## src/rtl/shifter_stage.sv

```systemverilog
// Barrel-shifter pipeline stage: computes the shifter operand and carry
// for the data-processing operand and registers them behind a valid/ready handshake.
module shifter_stage (
    input  logic        clk,
    input  logic        rst_n,
    input  logic        in_valid,
    output logic        in_ready,
    input  logic [31:0] shiftee,
    input  logic [1:0]  shift_type,
    input  logic [7:0]  shift_amt,
    input  logic        imm_form,
    input  logic        c_in,
    input  logic        flush,
    output logic        out_valid,
    input  logic        out_ready,
    output logic [31:0] shifter_operand,
    output logic        shifter_carry_out
);

    typedef enum logic [1:0] {
        SH_LSL = 2'b00,
        SH_LSR = 2'b01,
        SH_ASR = 2'b10,
        SH_ROR = 2'b11
    } shift_e;

    shift_e      op;
    logic [7:0]  n;
    logic [4:0]  r;
    logic        rrx;
    logic [31:0] res;
    logic        res_c;
    logic        accept;

    logic        out_valid_d, out_valid_q;
    logic [31:0] operand_d, operand_q;
    logic        carry_d, carry_q;

    // Immediate encodings reuse amount 0 to mean 32 (LSR/ASR) or RRX (ROR).
    always_comb begin
        op  = shift_e'(shift_type);
        n   = shift_amt;
        rrx = 1'b0;
        if (imm_form) begin
            n = {3'd0, shift_amt[4:0]};
            if (shift_amt[4:0] == 5'd0) begin
                if (op == SH_LSR || op == SH_ASR) begin
                    n = 8'd32;
                end else if (op == SH_ROR) begin
                    rrx = 1'b1;
                end
            end
        end
        r = n[4:0];
    end

    always_comb begin
        res   = shiftee;
        res_c = c_in;
        if (rrx) begin
            res   = {c_in, shiftee[31:1]};
            res_c = shiftee[0];
        end else if (n != 8'd0) begin
            case (op)
                SH_LSL: begin
                    if (n < 8'd32) begin
                        res   = shiftee << r;
                        res_c = shiftee[5'd0 - r];
                    end else begin
                        res   = 32'd0;
                        res_c = (n == 8'd32) ? shiftee[0] : 1'b0;
                    end
                end
                SH_LSR: begin
                    if (n < 8'd32) begin
                        res   = shiftee >> r;
                        res_c = shiftee[r - 5'd1];
                    end else begin
                        res   = 32'd0;
                        res_c = (n == 8'd32) ? shiftee[31] : 1'b0;
                    end
                end
                SH_ASR: begin
                    if (n < 8'd32) begin
                        res   = 32'($signed(shiftee) >>> r);
                        res_c = shiftee[r - 5'd1];
                    end else begin
                        res   = {32{shiftee[31]}};
                        res_c = shiftee[31];
                    end
                end
                default: begin
                    // Multiples of 32 leave the value intact but still report bit 31.
                    if (r == 5'd0) begin
                        res   = shiftee;
                        res_c = shiftee[31];
                    end else begin
                        res   = (shiftee >> r) | (shiftee << (6'd32 - {1'b0, r}));
                        res_c = shiftee[r - 5'd1];
                    end
                end
            endcase
        end
    end

    always_comb begin
        in_ready    = !flush && (!out_valid_q || out_ready);
        accept      = in_valid && in_ready;
        out_valid_d = out_valid_q;
        operand_d   = operand_q;
        carry_d     = carry_q;
        if (flush) begin
            out_valid_d = 1'b0;
        end else if (accept) begin
            out_valid_d = 1'b1;
        end else if (out_ready) begin
            out_valid_d = 1'b0;
        end
        if (accept) begin
            operand_d = res;
            carry_d   = res_c;
        end
    end

    always_ff @(posedge clk or negedge rst_n) begin
        if (!rst_n) begin
            out_valid_q <= 1'b0;
            operand_q   <= 32'd0;
            carry_q     <= 1'b0;
        end else begin
            out_valid_q <= out_valid_d;
            operand_q   <= operand_d;
            carry_q     <= carry_d;
        end
    end

    assign out_valid         = out_valid_q;
    assign shifter_operand   = operand_q;
    assign shifter_carry_out = carry_q;

endmodule

```

## config.mk

```make
export PLATFORM = sky130hd
export DESIGN_NAME = shifter_stage
export DESIGN_NICKNAME = d
export VERILOG_FILES = /design/src/rtl/shifter_stage.sv
export SDC_FILE = /design/constraint.sdc
export NUM_CORES = 1
export LEC_CHECK = 0
export ABC_AREA = 1
export CAP_MARGIN = 25
export CORE_MARGIN = 4
export CORE_UTILIZATION = 23
export CTS_CLUSTER_SIZE = 8
export DETAILED_ROUTE_END_ITERATION = 8
export PLACE_DENSITY = 0.45
export SYNTH_ARGS = -nofsm -noshare
export SYNTH_HDL_FRONTEND = slang
export SYNTH_SLANG_ARGS = --single-unit
export TNS_END_PERCENT = 1
```

## constraint.sdc

```tcl
create_clock -name clk -period 1.6 [get_ports clk]
set_input_delay 0.48 -clock clk [delete_from_list [all_inputs] [get_ports clk]]
set_output_delay 0.48 -clock clk [all_outputs]
set_load 0.05 [all_outputs]
```

Word-level counts from Yosys, hierarchy flattened:

Index checks and enable logic that the tools add are counted.

* word-level logic and storage cells: 59
* bits of input ports: 49
* output and inout bits: 35
* bits in registers: 34

* bitwise operators: 1
* equality and inequality tests: 4
* shift-type cells: 4
* magnitude comparators: 3
* reduce and logical (&&, ||, !) cells: 11
* add/sub/neg operators: 3
* mux-type cells: 30

Operators by type and width (count)
* $mux W32: 6
* $pmux W32 S3: 1
* $or A32 B32 Y32: 1
* $shl A32 B5 Y32: 1
* $shl A32 B6 Y32: 1
* $shr A32 B5 Y32: 1
* $sshr A32 B5 Y32: 1
* $mux W1: 17
* $lt A5 B6 Y1 const B: 2
* $mux W6: 2
* $bmux W1 S5: 2
* $logic_not A5 Y1: 2
* $eq A8 B6 Y1 const B: 1
* $lt A8 B6 Y1 const B: 1
* $mux W8: 1
* $reduce_bool A8 Y1: 1
* $sub A6 B5 Y6 const A: 1
* $sub A1 B5 Y5 const A: 1
* $sub A5 B1 Y5 const B: 1
* $eq A2 B2 Y1 const B: 2
* $pmux W1 S3: 1
* $reduce_bool A3 Y1: 1
* $eq A2 B1 Y1 const B: 1
* $logic_and A1 B1 Y1: 2
* other kinds (3): 5

Logic depth before layout (Yosys ltp):

Gate-level depths: netlist of the first run.

* word-level depth: 12
* depth in mapped cells: 21
* depth with buffers taken out: 19

Worst setup path after synthesis of the first run:

OpenSTA, ideal clock, no wires.

* kind: input-to-reg
* start: in shift_amt[4]
* end: reg operand_q[13] (netlist: shifter_operand[13])
* buffers on the path: 5
* path slack: -1.289 ns
* setup time: 0.118 ns
* required time: 1.482 ns
* stages on the path: 18
* arrival time: 2.772 ns
* cell sequence: buf_2 -> inv_2 -> clkbuf_1 -> clkbuf_1 -> ha_1 -> clkbuf_1 -> clkinv_1 -> nand2_2 -> inv_2 -> buf_2 -> nand3_1 -> nand3_1 -> o211ai_1 -> inv_1 -> nand2_1 -> nand2_1 -> nand2_1 -> nand2_1

* word-level cells in the longest chain between the ends: 10
* elaborated cells on any way between the ends: 22
* classes of those cells: add/sub (1); order compare (1); shift (4); mux (12); bitwise (1); reduce/logical (3)

Ends and longest elaborated chain
* from (decl): RTL line 10 `input logic [7:0] shift_amt,`
* $logic_not A5 Y1 / $mux W6 (equally long branches): RTL line 46, 47
* $mux W6: RTL line 46 `if (shift_amt[4:0] == 5'd0) begin`
* $mux W8: RTL line 44 `if (imm_form) begin`
* $sub A6 B5 Y6: RTL line 98 `res = (shiftee >> r) | (shiftee << (6'd32 - {1'b0, r}));`
* $shl A32 B6 Y32: RTL line 98
* $or A32 B32 Y32: RTL line 98
* $mux W32: RTL line 94 `if (r == 5'd0) begin`
* $pmux W32 S3: RTL line 64 `case (op)`
* $mux W32: RTL line 63 `end else if (n != 8'd0) begin`
* $mux W32 (*): RTL line 60 `if (rrx) begin`
* to (signal assigned): RTL line 132 `operand_q <= operand_d;`
* to (decl): RTL line 36 `logic [31:0] operand_d, operand_q;`

Mark *: on every way between the ends. The rest lies on a longest branch, timed or not.
A chain may end at the register's enable or synchronous reset.

Final worst setup path of the first run:

* start: in shift_amt[0]
* end: reg operand_q[18] (netlist: shifter_operand[18])

The elaborated chain is that of the path after synthesis.

==> impl_metrics.env, run 1 <==
export IMPL_hpwlAfterDp_mm=53.7
export IMPL_grt_ovfl_total=0
export IMPL_arrival_ps=2550
export IMPL_grt_pass1_wl_mm=92.6
export IMPL_power_mw=8.89
export IMPL_num_vias=14381
export IMPL_final_max_slew_viol_count=0
export IMPL_start_util_pct=23.3
export IMPL_portBuffers=83
export IMPL_drc=0
export IMPL_row_count=70
export IMPL_diodes=0
export IMPL_fp_dieW_um=201
export IMPL_fillers=3971
export IMPL_wirelength_mm=66.0
export IMPL_syn_nets=1792
export IMPL_grt_max_degree=43
export IMPL_antenna_found_initial=0
export IMPL_drive_above_1_share_pct=42.3
export IMPL_regArea_sq_um=851
export IMPL_dieArea_sq_mm=0.0404
export IMPL_p_per_area_mw_per_mm2=564
export IMPL_min_period_ps=2320
export IMPL_setup_tns_final_ps=-22060
export IMPL_cts_buffer_depth=2
export IMPL_ir_worst_vdd_mv=0.284
export IMPL_critPathRequiredTime_ps=1820
export IMPL_rsz0062_at_grt="true"
export IMPL_fmax_mhz=430
export IMPL_root_buffer="clkbuf_16"
export IMPL_cts_buffers=5
export IMPL_ys_types=43
export IMPL_wl_met2_mm=28.8
export IMPL_finalSetupViolCount=34
export IMPL_drv_cap=0
export IMPL_hold_path_class="primary input to async pin"
export IMPL_finalNonFillerCells=2664
export IMPL_cts_clk_slew_worst_paths_ps=60
export IMPL_wl_per_cell_um=24.8
export IMPL_met3WireLength_mm=4.57
export IMPL_clock_latency_ps=280
export IMPL_dpl_cell_count=2615
export IMPL_routed_top_layer="met4"
export IMPL_ant_nets=0
export IMPL_hold_ws_ps=227
export IMPL_synthCells=1737
export IMPL_nets=2251
export IMPL_cts_hold_buf=0
export IMPL_leakage_nw=7.96
export IMPL_gp_congestion=1.06
export IMPL_synth_area_sq_mm=0.00857
export IMPL_ys_seq_elements=34
export IMPL_die_h_um=201
export IMPL_grt_pass1_vias=13603
export IMPL_synth_avg_cell_area_sq_um=4.93
export IMPL_crit_path_end_kind="flip-flop"
export IMPL_worstPathMaxFanout=5
export IMPL_drt_met1_wl_mm=28.2
export IMPL_tightest_slew_ps=469
export IMPL_maxSlewHeadroom_pct=68.2
export IMPL_fp_coreArea_sq_mm=0.0367
export IMPL_synth_seq_area_share_pct=9.93
export IMPL_finalCritPeriodShare_pct=145
export IMPL_htreeDepth=2
export IMPL_drt_initial_drc_count=1487
export IMPL_syn_to_final_growth_pct=83.9
export IMPL_cts_tree="done"
export IMPL_multi_input_area_sq_mm=0.00830
export IMPL_setup_slack_ps=-724
export IMPL_grt_util_all_layers_pct=30.7
export IMPL_io_pin_count=84
export IMPL_drt_first_pass_iters=6
export IMPL_worstSetupStartpointType="primary input"
export IMPL_ys_warn_count=0
export IMPL_via_per_inst=5.40
export IMPL_status="finished with violations"
export IMPL_finClkSkew_ps=2.91
export IMPL_criticalPathCategory="primary input to flip-flop"
export IMPL_hold_viol=0
export IMPL_clock_sinks=34
export IMPL_violations="setup timing"
==> synth_stat cells, drive strengths merged <==
| cell | number | area [sq um] |
|---|---|---|
| o31ai | 2 | 15.0 |
| o2111ai | 4 | 35.0 |
| o21ai | 126 | 631 |
| o211ai | 39 | 293 |
| or2 | 7 | 43.8 |
| clkinv | 2 | 7.51 |
| dfrtp | 34 | 851 |
| nor3 | 3 | 15.0 |
| o21bai | 3 | 22.5 |
| inv | 108 | 410 |
| o22ai | 2 | 12.5 |
| ha | 6 | 75.1 |
| a31oi | 2 | 12.5 |
| a211oi | 1 | 7.51 |
| clkbuf | 35 | 131 |
| buf | 81 | 475 |
| a22o | 1 | 8.76 |
| nand2 | 743 | 2810 |
| a21oi | 111 | 559 |
| nand3 | 268 | 1350 |
| o21a | 2 | 15.0 |
| nand4 | 19 | 134 |
| nand3b | 13 | 97.6 |
| a21boi | 2 | 15.0 |
| and2 | 2 | 12.5 |
| o311ai | 1 | 8.76 |
| nor2 | 117 | 492 |
| mux2i | 3 | 30.0 |
==> power breakdown <==
part	total, mW	leakage [nW]	internal [mW]	switching, mW
clock	0.962	0.0694	0.563	0.399
sequential	1.20	0.434	1.02	0.187
combinational	6.72	7.46	2.77	3.95
==> worst max-delay path, cell delays in order <==
cell	delay, ps
buf_12	120
buf_8	120
nor2_4	90
buf_6	110
nor2_4	60
buf_6	130
clkbuf_16	160
o21bai_4	150
nand2_2	80
nor2_1	90
inv_1	70
o21ai_2	220
nand2_1	110
o211ai_1	200
nand3b_1	120
nand2_1	100
nand2_2	70
nand2_1	60
==> area by class of cell <==
cell class / count / share of cell area [%]
tap: 468 / 3.72
inverter: 110 / 2.97
sequential: 34 / 5.40
timing repair buffer: 568 / 34.4
clock inverter: 2 / 0.0635
multi-input combinational: 1477 / 52.7
clock buffer: 5 / 0.794
==> sequential cells by signal, summed over array words and instances, names as in the netlist <==
signal,count
shifter_carry_out,1
out_valid,1
shifter_operand,32
==> through the flow <==
stage	utilization, %	cell area (sq um)	setup WS [ps]
floorplan	-	8690	-552
global placement	36.5	13400	-1530
detailed placement	36.5	13400	-1560
CTS	40.2	14700	-724
global route	42.9	15800	-801
finish	42.9	15800	-724
==> final timing paths <==
check,start,to,slack [ps],depth (start not counted)
max,shift_amt[0],shifter_operand[18],-720,18
min,rst_n,shifter_operand[17],230,2
max reg2reg,out_valid,shifter_operand[6],240,6
min reg2reg,shifter_operand[24],shifter_operand[24],540,2
max in group asynchronous,rst_n,shifter_operand[5],1030,2
min in group clk,shifter_operand[24],shifter_operand[24],540,2
==> cells by family (layout without fill, tap and decap cells) <==
| group | after synthesis | in the layout | synth area share [%] |
|---|---|---|---|
| adders and majority gates | 6 | 6 | 0.876 |
| DFF | 34 | 34 | 9.93 |
| AOI/OAI and AO/OA | 296 | 296 | 19.1 |
| buffers and inverters | 226 | 685 | 12.0 |
| muxes | 3 | 3 | 0.350 |
| and+or+nand+nor | 1172 | 1172 | 57.8 |
==> timing repair <==
item	4_1_cts	5_1_grt
endpoints found under the setup margin	34	34
gates cloned	3	2
gates resized for setup	358	236
pin swaps	79	100
setup buffers	21	21
endpoints found under the hold margin	0	0
==> placed cells by master, fill, tap and decap left out, types with 4 or more instances in the layout <==
master	n
nand3_2	75
nand3_1	176
o211ai_1	39
dlygate4sd2_1	22
nand2_1	602
nand3b_1	13
buf_6	37
buf_12	64
o21ai_0	53
o21ai_2	33
buf_4	409
a21oi_2	19
dlymetal6s2s_1	6
dfrtp_1	34
nor2_1	70
nor2_2	30
o21ai_1	31
ha_1	5
a21oi_1	89
nand2_2	117
nand4_1	18
nand2_4	21
buf_2	4
clkdlybuf4s50_1	6
inv_1	76
inv_2	25
buf_8	7
nand3_4	17
nor2_4	17
o21ai_4	9
clkbuf_16	7
==> routing by layer <==
metal	up-vias	track usage (%)
met4	0	15.1
met1	6849	41.8
met5	-	0
li1	6663	-
met2	689	48.7
met3	180	3.07
No activity file was read; power rests on OpenSTA's default activity.
==> run 2: changes to the inputs <==
- CORE_UTILIZATION: 23 -> 60
- PLACE_DENSITY: 0.45 -> 0.89
- RECOVER_POWER: not set -> 100
==> run 2 against run 1 <==
Against the previous run: the run now fails in global routing (5_1_grt); synthesized cell count did not move; area after synthesis did not move.
==> impl_metrics.env, run 2 <==
export IMPL_htreeDepth=2
export IMPL_cts_buffer_depth=2
export IMPL_synth_ff_type="dfrtp_1"
export IMPL_synthXorXnorAreaFrac_pct=0
export IMPL_fp_dieW_um=128
export IMPL_synth_top_area_share_pct=32.3
export IMPL_synthSimpleGateAreaFrac_pct=57.8
export IMPL_gp_congestion=1.44
export IMPL_yosysMostFrequentCell="nand2_1"
export IMPL_firstError="[ERROR GRT-0116] Global routing finished with congestion. Check the congestion regions in the DRC Viewer."
export IMPL_syn_nets=1792
export IMPL_grt_ovfl_total=1378
export IMPL_synth_adder_area_share_pct=0.876
export IMPL_row_count=43
export IMPL_grt_pass1_wl_mm=127
export IMPL_grt_util_all_layers_pct=101
export IMPL_grt_pass1_vias=21381
export IMPL_synth_compound_area_share_pct=19.1
export IMPL_hpwlAfterDp_mm=40.4
export IMPL_portBuffers=83
export IMPL_cts_hold_buf=0
export IMPL_synth_area_sq_mm=0.00857
export IMPL_io_pin_count=84
export IMPL_start_util_pct=61.5
export IMPL_synth_seq_area_share_pct=9.93
export IMPL_stop_stage="global routing (5_1_grt)"
export IMPL_synth_top_area_cell="nand2_1"
export IMPL_die_h_um=128
export IMPL_cts_buffers=5
export IMPL_synth_top_family_by_area="simple AND/OR/NAND/NOR gates"
export IMPL_muxShareOfSynthArea_pct=0.350
export IMPL_synth_common_cells="nand2_1 (738), nand3_1 (267), a21oi_1 (110), nor2_1 (108), o21ai_0 (104)"
export IMPL_ys_types=43
export IMPL_clock_sinks=34
export IMPL_root_buffer="clkbuf_16"
export IMPL_synth_edf_count=0
export IMPL_ys_seq_elements=34
export IMPL_ys_warn_count=0
export IMPL_synth_avg_cell_area_sq_um=4.93
export IMPL_pre_cts_ws_ps=-1280
export IMPL_async_reset_ff_share_pct=100
export IMPL_synthCells=1737
export IMPL_grt_max_degree=42
export IMPL_synth_area_leaders="nand2_1 (32%), nand3_1 (16%), dfrtp_1 (9.9%), a21oi_1 (6.4%), o21ai_0 (6.1%)"
export IMPL_status="did not finish"
-- run 2: cell counts after synthesis --
Identical to the previous run, type by type.
-- run 2: cells by family after synthesis --
group / count (synthesis)
flops: 34
mux: 3
compound gates: 296
fa+ha+maj: 6
buf+inv: 226
simple gates: 1172
-- run 2: routing by layer --
layer	track usage, %	overflow
met1	90.6	92
met2	124	904
met5	74.6	28
met4	110	276
met3	86.1	78
-- run 2: through the flow --
stage	std cells	cell area (sq um)	hold slack, ps
floorplan	1737	8690	184
global placement	2204	12000	528
detailed placement	2204	12000	532
CTS	2254	13600	556
-- run 2: repair_timing --
| item | 4_1_cts |
|---|---|
| pin swaps | 96 |
| cloned | 5 |
| gates resized for setup | 387 |
| endpoints found under the setup margin | 34 |
| setup buffers | 37 |
